--- config.mk ---
export PLATFORM = sky130hd
export DESIGN_NAME = imem_loader
export DESIGN_NICKNAME = d
export VERILOG_FILES = /design/src/rtl/imem_loader_pkg.sv /design/src/rtl/imem_loader_word_assembler.sv /design/src/rtl/imem_loader.sv
export SDC_FILE = /design/constraint.sdc
export NUM_CORES = 1
export LEC_CHECK = 0
export CORE_MARGIN = 1
export CORE_UTILIZATION = 25
export DETAILED_ROUTE_END_ITERATION = 8
export DONT_BUFFER_PORTS = 1
export SLEW_MARGIN = 30
export SYNTH_ARGS = -nofsm -noshare
export SYNTH_HDL_FRONTEND = slang
export SYNTH_SLANG_ARGS = --single-unit
--- constraint.sdc ---
create_clock -name clk -period 2.5 [get_ports clk]
set_input_delay 0.375 -clock clk [delete_from_list [all_inputs] [get_ports clk]]
set_output_delay 0.375 -clock clk [all_outputs]
set_load 0.005 [all_outputs]
--- src/rtl/imem_loader_pkg.sv ---
// imem_loader shared types: FSM state encoding and frame geometry.
// Imported by the loader top and its word assembler.
package imem_loader_pkg;

  typedef enum logic [2:0] {
    S_IDLE,
    S_LEN_HI,
    S_LEN_LO,
    S_DATA,
    S_WRITE,
    S_CSUM,
    S_DONE,
    S_ERROR
  } state_e;

  localparam int HDR_BYTES  = 2;
  localparam int WORD_BYTES = 4;
  localparam int CSUM_W     = 8;

endpackage

--- src/rtl/imem_loader_word_assembler.sv ---
// word_assembler: shifts stream bytes MSB-first into a 32-bit word.
// Ports: clr/shift_en control, byte_in data, word_next, last (4th byte due), full.
module word_assembler
  import imem_loader_pkg::*;
(
  input  logic        clk,
  input  logic        rst_n,
  input  logic        clr,
  input  logic        shift_en,
  input  logic [7:0]  byte_in,
  output logic [31:0] word_next,
  output logic        last,
  output logic        full
);

  logic [31:0] word_q, word_d;
  logic [1:0]  idx_q, idx_d;
  logic        full_q, full_d;

  assign last = (idx_q == 2'(WORD_BYTES - 1));
  assign full = full_q;

  always_comb begin
    word_next = {word_q[23:0], byte_in};
    word_d    = word_q;
    idx_d     = idx_q;
    full_d    = full_q;
    if (clr) begin
      word_d = '0;
      idx_d  = '0;
      full_d = 1'b0;
    end else if (shift_en) begin
      word_d = word_next;
      idx_d  = idx_q + 2'd1;
      full_d = last;
    end
  end

  always_ff @(posedge clk or negedge rst_n) begin
    if (!rst_n) begin
      word_q <= '0;
      idx_q  <= '0;
      full_q <= 1'b0;
    end else begin
      word_q <= word_d;
      idx_q  <= idx_d;
      full_q <= full_d;
    end
  end

endmodule

--- src/rtl/imem_loader.sv ---
// imem_loader: framed byte stream -> consecutive big-endian imem words,
// holding the core while loading. Optional checksum: IMEM_LOADER_CSUM_EN.
// Ports: start, rx_data/rx_valid/rx_ready stream, im_we/im_addr/im_wdata
// write port, cpu_hold, busy, done (pulse), error (sticky).
module imem_loader
  import imem_loader_pkg::*;
#(
  parameter int ADDR_W    = 10,
  parameter int BASE_ADDR = 0,
  parameter int MAX_WORDS = 2**ADDR_W
) (
  input  logic              clk,
  input  logic              rst_n,
  input  logic              start,
  input  logic [7:0]        rx_data,
  input  logic              rx_valid,
  output logic              rx_ready,
  output logic              im_we,
  output logic [ADDR_W-1:0] im_addr,
  output logic [31:0]       im_wdata,
  output logic              cpu_hold,
  output logic              busy,
  output logic              done,
  output logic              error
);

  localparam logic [ADDR_W-1:0] BASE = ADDR_W'(BASE_ADDR);

`ifdef IMEM_LOADER_CSUM_EN
  localparam state_e S_TAIL = S_CSUM;
  logic [CSUM_W-1:0] sum_q, sum_d, sum_nx;
`else
  localparam state_e S_TAIL = S_DONE;
`endif

  state_e            state_q, state_d;
  logic [15:0]       len_q, len_d;
  logic [15:0]       widx_q, widx_d;
  logic [ADDR_W-1:0] addr_q, addr_d;
  logic              rx_ready_q, rx_ready_d;
  logic              im_we_q, im_we_d;
  logic [ADDR_W-1:0] im_addr_q, im_addr_d;
  logic [31:0]       im_wdata_q, im_wdata_d;
  logic              hold_q, hold_d;
  logic              done_q, done_d;
  logic              error_q, error_d;

  logic        xfer;
  logic [15:0] len_cat;
  logic        asm_clr, asm_shift, asm_last, asm_full;
  logic [31:0] asm_next;

  word_assembler u_asm (
    .clk       (clk),
    .rst_n     (rst_n),
    .clr       (asm_clr),
    .shift_en  (asm_shift),
    .byte_in   (rx_data),
    .word_next (asm_next),
    .last      (asm_last),
    .full      (asm_full)
  );

  assign xfer    = rx_valid && rx_ready_q;
  assign len_cat = {len_q[15:8], rx_data};

`ifdef IMEM_LOADER_CSUM_EN
  assign sum_nx = sum_q + rx_data;

  always_comb begin
    sum_d = sum_q;
    if (state_q == S_IDLE || state_q == S_ERROR) begin
      if (start) sum_d = '0;
    end else if (xfer && state_q != S_CSUM) begin
      sum_d = sum_nx;
    end
  end
`endif

  always_comb begin
    state_d    = state_q;
    len_d      = len_q;
    widx_d     = widx_q;
    addr_d     = addr_q;
    im_addr_d  = im_addr_q;
    im_wdata_d = im_wdata_q;
    asm_clr    = 1'b0;
    asm_shift  = 1'b0;
    unique case (state_q)
      S_IDLE, S_ERROR: begin
        if (start) begin
          state_d = S_LEN_HI;
          asm_clr = 1'b1;
        end
      end
      S_LEN_HI: begin
        if (xfer) begin
          len_d   = {rx_data, len_q[7:0]};
          state_d = S_LEN_LO;
        end
      end
      S_LEN_LO: begin
        if (xfer) begin
          len_d  = len_cat;
          widx_d = '0;
          addr_d = BASE;
          if (int'({16'h0, len_cat}) > MAX_WORDS) state_d = S_ERROR;
          else if (len_cat == 16'h0)             state_d = S_TAIL;
          else                                    state_d = S_DATA;
        end
      end
      S_DATA: begin
        if (xfer) begin
          asm_shift = 1'b1;
          // Word address/data are latched here so they are registered
          // and stable for the whole WRITE cycle.
          if (asm_last) begin
            state_d    = S_WRITE;
            im_addr_d  = addr_q;
            im_wdata_d = asm_next;
          end
        end
      end
      S_WRITE: begin
        asm_clr = 1'b1;
        if (asm_full) begin
          widx_d = widx_q + 16'd1;
          addr_d = addr_q + ADDR_W'(1);
        end
        state_d = (widx_d == len_q) ? S_TAIL : S_DATA;
      end
      S_CSUM: begin
`ifdef IMEM_LOADER_CSUM_EN
        if (xfer) state_d = (sum_nx == '0) ? S_DONE : S_ERROR;
`else
        state_d = S_ERROR;
`endif
      end
      S_DONE:  state_d = S_IDLE;
      default: state_d = S_IDLE;
    endcase
  end

  // Outputs are registered off the next state so they line up with it.
  always_comb begin
    rx_ready_d = state_d inside {S_LEN_HI, S_LEN_LO, S_DATA, S_CSUM};
    im_we_d    = (state_d == S_WRITE);
    hold_d     = (state_d != S_IDLE);
    done_d     = (state_d == S_DONE);
    error_d    = (state_d == S_ERROR);
  end

  always_ff @(posedge clk or negedge rst_n) begin
    if (!rst_n) begin
      state_q    <= S_IDLE;
      len_q      <= '0;
      widx_q     <= '0;
      addr_q     <= BASE;
      rx_ready_q <= 1'b0;
      im_we_q    <= 1'b0;
      im_addr_q  <= '0;
      im_wdata_q <= '0;
      hold_q     <= 1'b0;
      done_q     <= 1'b0;
      error_q    <= 1'b0;
`ifdef IMEM_LOADER_CSUM_EN
      sum_q      <= '0;
`endif
    end else begin
      state_q    <= state_d;
      len_q      <= len_d;
      widx_q     <= widx_d;
      addr_q     <= addr_d;
      rx_ready_q <= rx_ready_d;
      im_we_q    <= im_we_d;
      im_addr_q  <= im_addr_d;
      im_wdata_q <= im_wdata_d;
      hold_q     <= hold_d;
      done_q     <= done_d;
      error_q    <= error_d;
`ifdef IMEM_LOADER_CSUM_EN
      sum_q      <= sum_d;
`endif
    end
  end

  assign rx_ready = rx_ready_q;
  assign im_we    = im_we_q;
  assign im_addr  = im_addr_q;
  assign im_wdata = im_wdata_q;
  assign cpu_hold = hold_q;
  assign busy     = hold_q;
  assign done     = done_q;
  assign error    = error_q;

endmodule
* Yosys cells after proc, flatten, opt, wreduce, memory -nomap -nowiden
Cells that the tools add are included.
Word-level totals: flip-flop bits (word level) 119, logic and storage cells 81, bits of input ports 12, output and inout bits 48
Cells by class: $add $sub $neg 3, bitwise logic cells 2, reductions and logical operators 13, equality and inequality tests 18, magnitude comparators 1, mux-type cells 29
Operators by type and width (number):
- 2-to-1 mux 16 bit | 4
- case mux 16 bit (2 select lines) | 2
- 2-to-1 mux 24 bit | 2
- equality test 3 bit (second input constant) | 8
- 2-to-1 mux 3 bit | 8
- case mux 3 bit (7 select lines) | 1
- 2-to-1 mux 10 bit | 2
- case mux 10 bit (2 select lines) | 1
- adder 16 x 1 -> 16 bit (second input constant) | 1
- equality test 16 bit | 1
- > comparator 16 x 11 -> 1 bit (second input constant) | 1
- logical NOT 16 bit | 1
- equality test 3 x 2 -> 1 bit (second input constant) | 4
- AND reduction 3 bit | 4
- adder 10 x 1 -> 10 bit (second input constant) | 1
- 2-to-1 mux 8 bit | 1
- equality test 3 x 1 -> 1 bit (second input constant) | 2
- 2-to-1 mux 1 bit | 5
- 2-to-1 mux 2 bit | 2
- nonzero test 2 bit | 2
- nonzero test 4 bit | 1
- logical NOT 3 bit | 1
- nonzero test 3 bit | 1
- adder 2 x 1 -> 2 bit (second input constant) | 1
- other kinds (8) | 9

* Longest topological paths before layout
Gate-level depths: netlist of run 1.
depth after elaboration 8, mapped depth 10

* Hierarchy
From an unflattened synthesis of run 1, not the netlist that was laid out.
Unflattened totals: cells, all modules 586, area, all modules 5686.7 um2
Modules (own cells, without submodules):
- imem_loader | seq. area each 2302.2 um2, cells each 490, times used 1, area an instance 4499.3 um2
- word_assembler | seq. area each 675.6 um2, cells each 96, times used 1, area an instance 1187.4 um2

* Worst setup path after synthesis of run 1
No wires, ideal clock.
path kind register to register, from register widx_q[0], to register rx_ready_q, in the netlist rx_ready, slack 291 ps, buffers on the path 0, cell stages (with the launch flop) 9, clock period less this slack 2209 ps, data arrival time 2089 ps, cells stage by stage dfrtp_1 -> ha_1 -> nand4_1 -> or3_4 -> nor3_1 -> o2111a_1 -> and4b_1 -> nand3_2 -> a31o_1
Between the ends: word-level cells in the longest chain between the ends 8, elaborated cells between the ends (all ways) 11, classes of those cells 1 x add/sub; 5 x eq/ne; 4 x mux; 1 x reduce/logical
RTL lines:
- start, declared | line imem_loader.sv:38 | logic [15:0] widx_q, widx_d;
- start signal, assigned | line imem_loader.sv:172 | widx_q <= widx_d;
- adder 16 x 1 -> 16 bit | line imem_loader.sv:127 | widx_d = widx_q + 16'd1;
- 2-to-1 mux 16 bit (*) | line imem_loader.sv:126 | if (asm_full) begin
- 2-to-1 mux 16 bit (*) | line imem_loader.sv:89 | unique case (state_q)
- equality test 16 bit (*) | line imem_loader.sv:130 | state_d = (widx_d == len_q) ? S_TAIL : S_DATA;
- 2-to-1 mux 3 bit (*) | line imem_loader.sv:130
- case mux 3 bit (7 select lines) (*) | line imem_loader.sv:89
- equality test 3 x 1 -> 1 bit, or another cell as far along | line imem_loader.sv:146 | rx_ready_d = state_d inside {S_LEN_HI, S_LEN_LO, S_DATA, S_CSUM};
- nonzero test 4 bit (*) | line imem_loader.sv:146
- named net rx_ready_d | line imem_loader.sv:40 | logic rx_ready_q, rx_ready_d;
- end signal, assigned | line imem_loader.sv:174 | rx_ready_q <= rx_ready_d;
- end, declared | line imem_loader.sv:40
The timed path passes the listed nets; every way through them passes the cells marked *. The select of a mux whose other input is x is not followed. A chain may end at the register's enable or synchronous reset.

* Worst setup path after layout of run 1
from register widx_q[4], to register rx_ready_q, in the netlist rx_ready
The elaborated chain is that of the path after synthesis.

==> results of run 1 <==
-- synthesized netlist by cell type, types with 4 or more instances --
| library cell | number |
|---|---|
| sky130_fd_sc_hd__buf_2 | 6 |
| sky130_fd_sc_hd__xor2_1 | 16 |
| sky130_fd_sc_hd__nor4_1 | 7 |
| sky130_fd_sc_hd__nand2_1 | 90 |
| sky130_fd_sc_hd__xnor2_1 | 13 |
| sky130_fd_sc_hd__a21oi_1 | 36 |
| sky130_fd_sc_hd__nand3_1 | 14 |
| sky130_fd_sc_hd__clkbuf_1 | 18 |
| sky130_fd_sc_hd__o31ai_1 | 5 |
| sky130_fd_sc_hd__inv_1 | 5 |
| sky130_fd_sc_hd__o21ai_1 | 9 |
| sky130_fd_sc_hd__nor2_1 | 27 |
| sky130_fd_sc_hd__dfrtp_1 | 119 |
| sky130_fd_sc_hd__and3_1 | 5 |
| sky130_fd_sc_hd__mux2_1 | 12 |
| sky130_fd_sc_hd__nand4_1 | 9 |
| sky130_fd_sc_hd__or3_1 | 4 |
| sky130_fd_sc_hd__o21ai_0 | 28 |
| sky130_fd_sc_hd__mux2_2 | 39 |
| sky130_fd_sc_hd__nor3_1 | 5 |
| sky130_fd_sc_hd__a211oi_1 | 4 |
-- path summary, 6_finish.rpt --
path                                  start               to  slack (ns)  depth (start not counted)
setup / recovery                  widx_q[4]         rx_ready        0.20                          7
hold / removal                        rst_n        widx_q[3]       -0.33                          0
setup reg to reg                  widx_q[4]         rx_ready        0.20                          7
hold reg to reg            u_asm.word_q[23]     im_wdata[31]        0.48                          1
max in group asynchronous             rst_n       u_asm.full        2.57                          0
min in group clk                 rx_data[0]  u_asm.word_q[0]        0.09                          2
-- per-layer routing --
layer / vias up / wire, µm / global-route usage
met4: 0 / 84 / 0.03150
met5: - / 0 / 0
met2: 107 / 5944 / 0.1836
li1: 1880 / - / -
met1: 1902 / 6103 / 0.1705
met3: 12 / 988 / 0.04182
-- layout make-up --
| class | count | area share |
|---|---|---|
| clock buffer | 19 | 0.06758 |
| sequential | 119 | 0.4548 |
| inverter | 6 | 0.003436 |
| multi-input combinational | 370 | 0.3637 |
| tap | 280 | 0.05346 |
| clock inverter | 13 | 0.02959 |
| timing repair buffer | 24 | 0.02749 |
-- logic make-up after synthesis --
group / after synthesis
muxes: 53
buffers and inverters: 37
xor gates and xnor gates: 29
adders and majority gates: 3
AOI/OAI and AO/OA: 100
DFF: 119
and+or+nand+nor: 185
-- power groups by stage --
stage / Sequential (mW) / Clock, mW / Combinational (mW)
floorplan: 2.78 / 0 / 1.41
global placement: 3.00 / 0 / 1.71
detailed placement: 3.00 / 0 / 1.74
CTS: 2.97 / 2.67 / 1.76
global route: 3.05 / 2.76 / 1.97
finish: 2.96 / 2.61 / 1.75
-- cells in the final DEF, fill, tap and decap left out, types with 4 or more instances in the layout --
master / n
sky130_fd_sc_hd__dfrtp_1: 117
sky130_fd_sc_hd__xor2_1: 16
sky130_fd_sc_hd__nand4_1: 9
sky130_fd_sc_hd__mux2_1: 12
sky130_fd_sc_hd__a21oi_1: 36
sky130_fd_sc_hd__inv_1: 5
sky130_fd_sc_hd__o21ai_0: 28
sky130_fd_sc_hd__and3_1: 5
sky130_fd_sc_hd__nor3_1: 4
sky130_fd_sc_hd__mux2_2: 39
sky130_fd_sc_hd__buf_4: 24
sky130_fd_sc_hd__clkbuf_16: 17
sky130_fd_sc_hd__clkinv_4: 4
sky130_fd_sc_hd__xnor2_1: 13
sky130_fd_sc_hd__bufinv_16: 4
sky130_fd_sc_hd__nand2_1: 89
sky130_fd_sc_hd__or3_1: 4
sky130_fd_sc_hd__nor4_1: 7
sky130_fd_sc_hd__o31ai_1: 5
sky130_fd_sc_hd__o21ai_1: 8
sky130_fd_sc_hd__a211oi_1: 4
sky130_fd_sc_hd__nor2_1: 27
sky130_fd_sc_hd__nand3_1: 14
-- sequential cells by signal (all words and copies together) (netlist names), 2 cells and up --
| name | flops |
|---|---|
| state_q | 3 |
| im_wdata | 32 |
| im_addr | 10 |
| addr_q | 10 |
| u_asm.word_q | 24 |
| u_asm.idx_q | 2 |
| len_q | 16 |
| widx_q | 16 |
-- per-stage QoR --
| step | power [mW] | utilization | instance area, µm² |
|---|---|---|---|
| after floorplan | 4.189 | - | 5523 |
| after global placement | 4.709 | 0.2715 | 5907 |
| after detailed placement | 4.746 | 0.2715 | 5907 |
| after CTS | 7.405 | 0.3008 | 6544 |
| after global routing | 7.777 | 0.3012 | 6554 |
| final | 7.329 | 0.3012 | 6554 |
-- what timing repair did --
| item | 4_1_cts | 5_1_grt |
|---|---|---|
| setup endpoints to repair | 0 | 2 |
| hold endpoints to repair | 119 | 119 |
| gates resized for setup | 0 | 4 |
==> Flow_metrics.wiki, run 1 <==
{| class="wikitable"
! Metric !! Value
|-
| Status || finished, violations left
|-
| Violations in the final reports || negative hold slack
|-
| Complex-gate fraction of the synthesized area || 0.1051
|-
| Area inside the core boundary || 0.02176 mm²
|-
| Routed wirelength normalized by instance count || ~16 µm
|-
| Clock sink total || 119
|-
| WP data required || 2.80 ns
|-
| Cells taking the most area after synthesis || sky130_fd_sc_hd__dfrtp_1 54%, sky130_fd_sc_hd__mux2_2 8.0%, sky130_fd_sc_hd__nand2_1 6.1%, sky130_fd_sc_hd__a21oi_1 3.3%, sky130_fd_sc_hd__o21ai_0 2.5%
|-
| Cell with the largest stage delay on the worst path || sky130_fd_sc_hd__dfrtp_1
|-
| Share of layout cells above drive strength 1 || 0.2015
|-
| Fraction of the mapped netlist area in simple logic gates || 0.1624
|-
| CTS root buf || sky130_fd_sc_hd__clkbuf_16
|-
| Share of power burned in registers || 0.404
|-
| Maximum clock skew at final layout || between 0.007 and 0.008 ns
|-
| Count of filler cells inserted in the layout || 2250
|-
| Die Y || 150.6 µm
|-
| Clock network fraction of design power || 0.356
|-
| Drt via density || 4.694
|-
| Area of combinational cells with multiple inputs || roughly 0.0024 mm²
|-
| Proportion of total power due to net switching || 0.3184
|-
| Worst-case clock buffer depth || 2
|-
| Vias in the first global route || 3925
|-
| Max-slew violation count || 0
|-
| Share of the synthesized area in the top cell type || 0.5392
|-
| CP most frequent cell || sky130_fd_sc_hd__nand3_2
|-
| Non-filler instance count after layout || 831
|-
| Number of top-level pins || 60
|-
| Clock slew at reported path FFs || 0.06 ns
|-
| Number of unique standard cell types used by synthesis || 58
|-
| Power Density || 1118 mW/mm²
|-
| Total count of hold-check failures in the final report || approximately 120
|-
| Initial Utilization || 0.2539
|-
| Average footprint of a synthesized cell || 10.50 µm²
|-
| Die width || 150.6 µm
|-
| Unrepaired setup endpoints after global routing || no
|-
| Number of antenna violations at the first check in global routing || 0
|-
| Cell taking the most area after synthesis || sky130_fd_sc_hd__dfrtp_1
|-
| Mux share of post-synthesis cell area || 0.1076
|-
| Number of detailed-routing iterations run before antenna repair || 6
|-
| Worst supply voltage drop on vdd || 0.6488 mV
|-
| Ant diodes || 0
|-
| Dpl ws || approximately 0.16 ns
|-
| Post-layout min period || 2.297 ns
|-
| Internal power consumption || 4.995 mW
|-
| Maxcap violations || 0
|-
| Vias || 3901
|-
| Routability-driven placement congestion ratio || just over 0.8
|-
| Worst Slack Setup Final || 0.2032 ns
|-
| Grt ovf || 0
|-
| Combinational group share of total power || 0.239
|-
| H-tree lvl count || 4
|-
| Total of endpoints with negative setup slack in the final report || 0
|-
| Class of the tightest hold or removal check || input port to asynchronous set/reset pin
|-
| Register Area || between 0.002 and 0.003 mm²
|-
| DRC violation count after routing || 0
|-
| Placement row count || 54
|-
| Final hold slack || -0.3254 ns
|-
| Buffering stage count on the worst path with inverters included || 0
|-
| FFs w/ async S/R, synth || 1.000
|-
| Number of instances in the placed design || 799
|-
| Crit path max fanout || 8
|-
| Yosys Warn Count || 0
|-
| Static power due to leakage || just under 3 nW
|-
| Sum of net half-perimeters after detailed placement || 8.891 mm
|-
| Max_slew headroom || 0.4044
|-
| Setup TNS Final || 0 ns
|-
| Post-Syn Instances || 526
|-
| Post-Synth Adder-Cell Area || 0.006797
|-
| Postcts setup bufs || 0
|-
| Portion of the clock cycle consumed by the worst path in the final layout || 0.9187
|-
| Number of enable-type register cells in the synthesized netlist || 0
|-
| Leading register cell type out of synthesis || sky130_fd_sc_hd__dfrtp_1
|-
| Power spent charging and discharging nets || between 2 and 2.5 mW
|-
| Routed wire length || 13.12 mm
|-
| CP arrival || between 2 and 3 ns
|-
| Clock latency on the worst-skew pair || between 0.4 and 0.5 ns
|-
| Kind of cell with the highest combined delay on the critical path || simple AND/OR/NAND/NOR gates
|-
| Achievable Freq || 435.4 MHz
|-
| Mapped Area || around 0.0055 mm²
|-
| CTS tree || done
|-
| Least-Margin Pin Slew || 0.8902 ns
|-
| Worst setup EP type || register
|-
| Post-synthesis xor/xnor area fraction || 0.04599
|-
| First-pass GRT wire length || ~21 mm
|-
| #FFs+latches synth || 119
|-
| Largest family of logic cells by synthesized area || simple AND/OR/NAND/NOR gates
|-
| Global routing usage summed across all routing layers || 0.1234
|-
| Startpoint type of the worst setup path || register
|-
| Final #Nets || around 550
|-
| Detailed router's first-iteration violation count || about 250
|-
| Sequential element share of the synthesized area || 0.5392
|-
| Worst Setup Path Type || register to register
|-
| Largest net degree at the start of global routing || 120
|-
| Largest stage delay on the critical path || 0.49 ns
|-
| Antenna violation net count after detailed routing || 0
|-
| Number of buffers added by the clock tree synthesis step || 17
|-
| Die outline area || 0.02269 mm²
|-
| Relative area change from synthesis to final layout || 18.67%
|-
| Cell chain of the critical path || nand3_2 -> nor4_2 -> and3_1 -> xnor2_1 -> and4b_1 -> nand3_2 -> a31o_1
|-
| Synthesized net count || 541
|-
| Buffers on Ports || 0
|}
Power figures use the tool's default switching activity.
==> inputs of run 2 (changes only) <==
--- a/config.mk
+++ b/config.mk
@@ -9,6 +9,7 @@
 export CORE_UTILIZATION = 25
 export DETAILED_ROUTE_END_ITERATION = 8
 export DONT_BUFFER_PORTS = 1
+export SKIP_LAST_GASP = 1
 export SLEW_MARGIN = 30
 export SYNTH_ARGS = -nofsm -noshare
 export SYNTH_HDL_FRONTEND = slang
==> results of run 2 <==
The final DEF is identical to that of run 1; final timing and power are the same.
==> inputs of run 3 (changes only) <==
--- a/config.mk
+++ b/config.mk
@@ -5,6 +5,7 @@
 export SDC_FILE = /design/constraint.sdc
 export NUM_CORES = 1
 export LEC_CHECK = 0
+export CAP_MARGIN = 20
 export CORE_MARGIN = 1
 export CORE_UTILIZATION = 25
 export DETAILED_ROUTE_END_ITERATION = 8
==> results of run 3 <==
The final DEF is identical to that of run 1; final timing and power are the same.
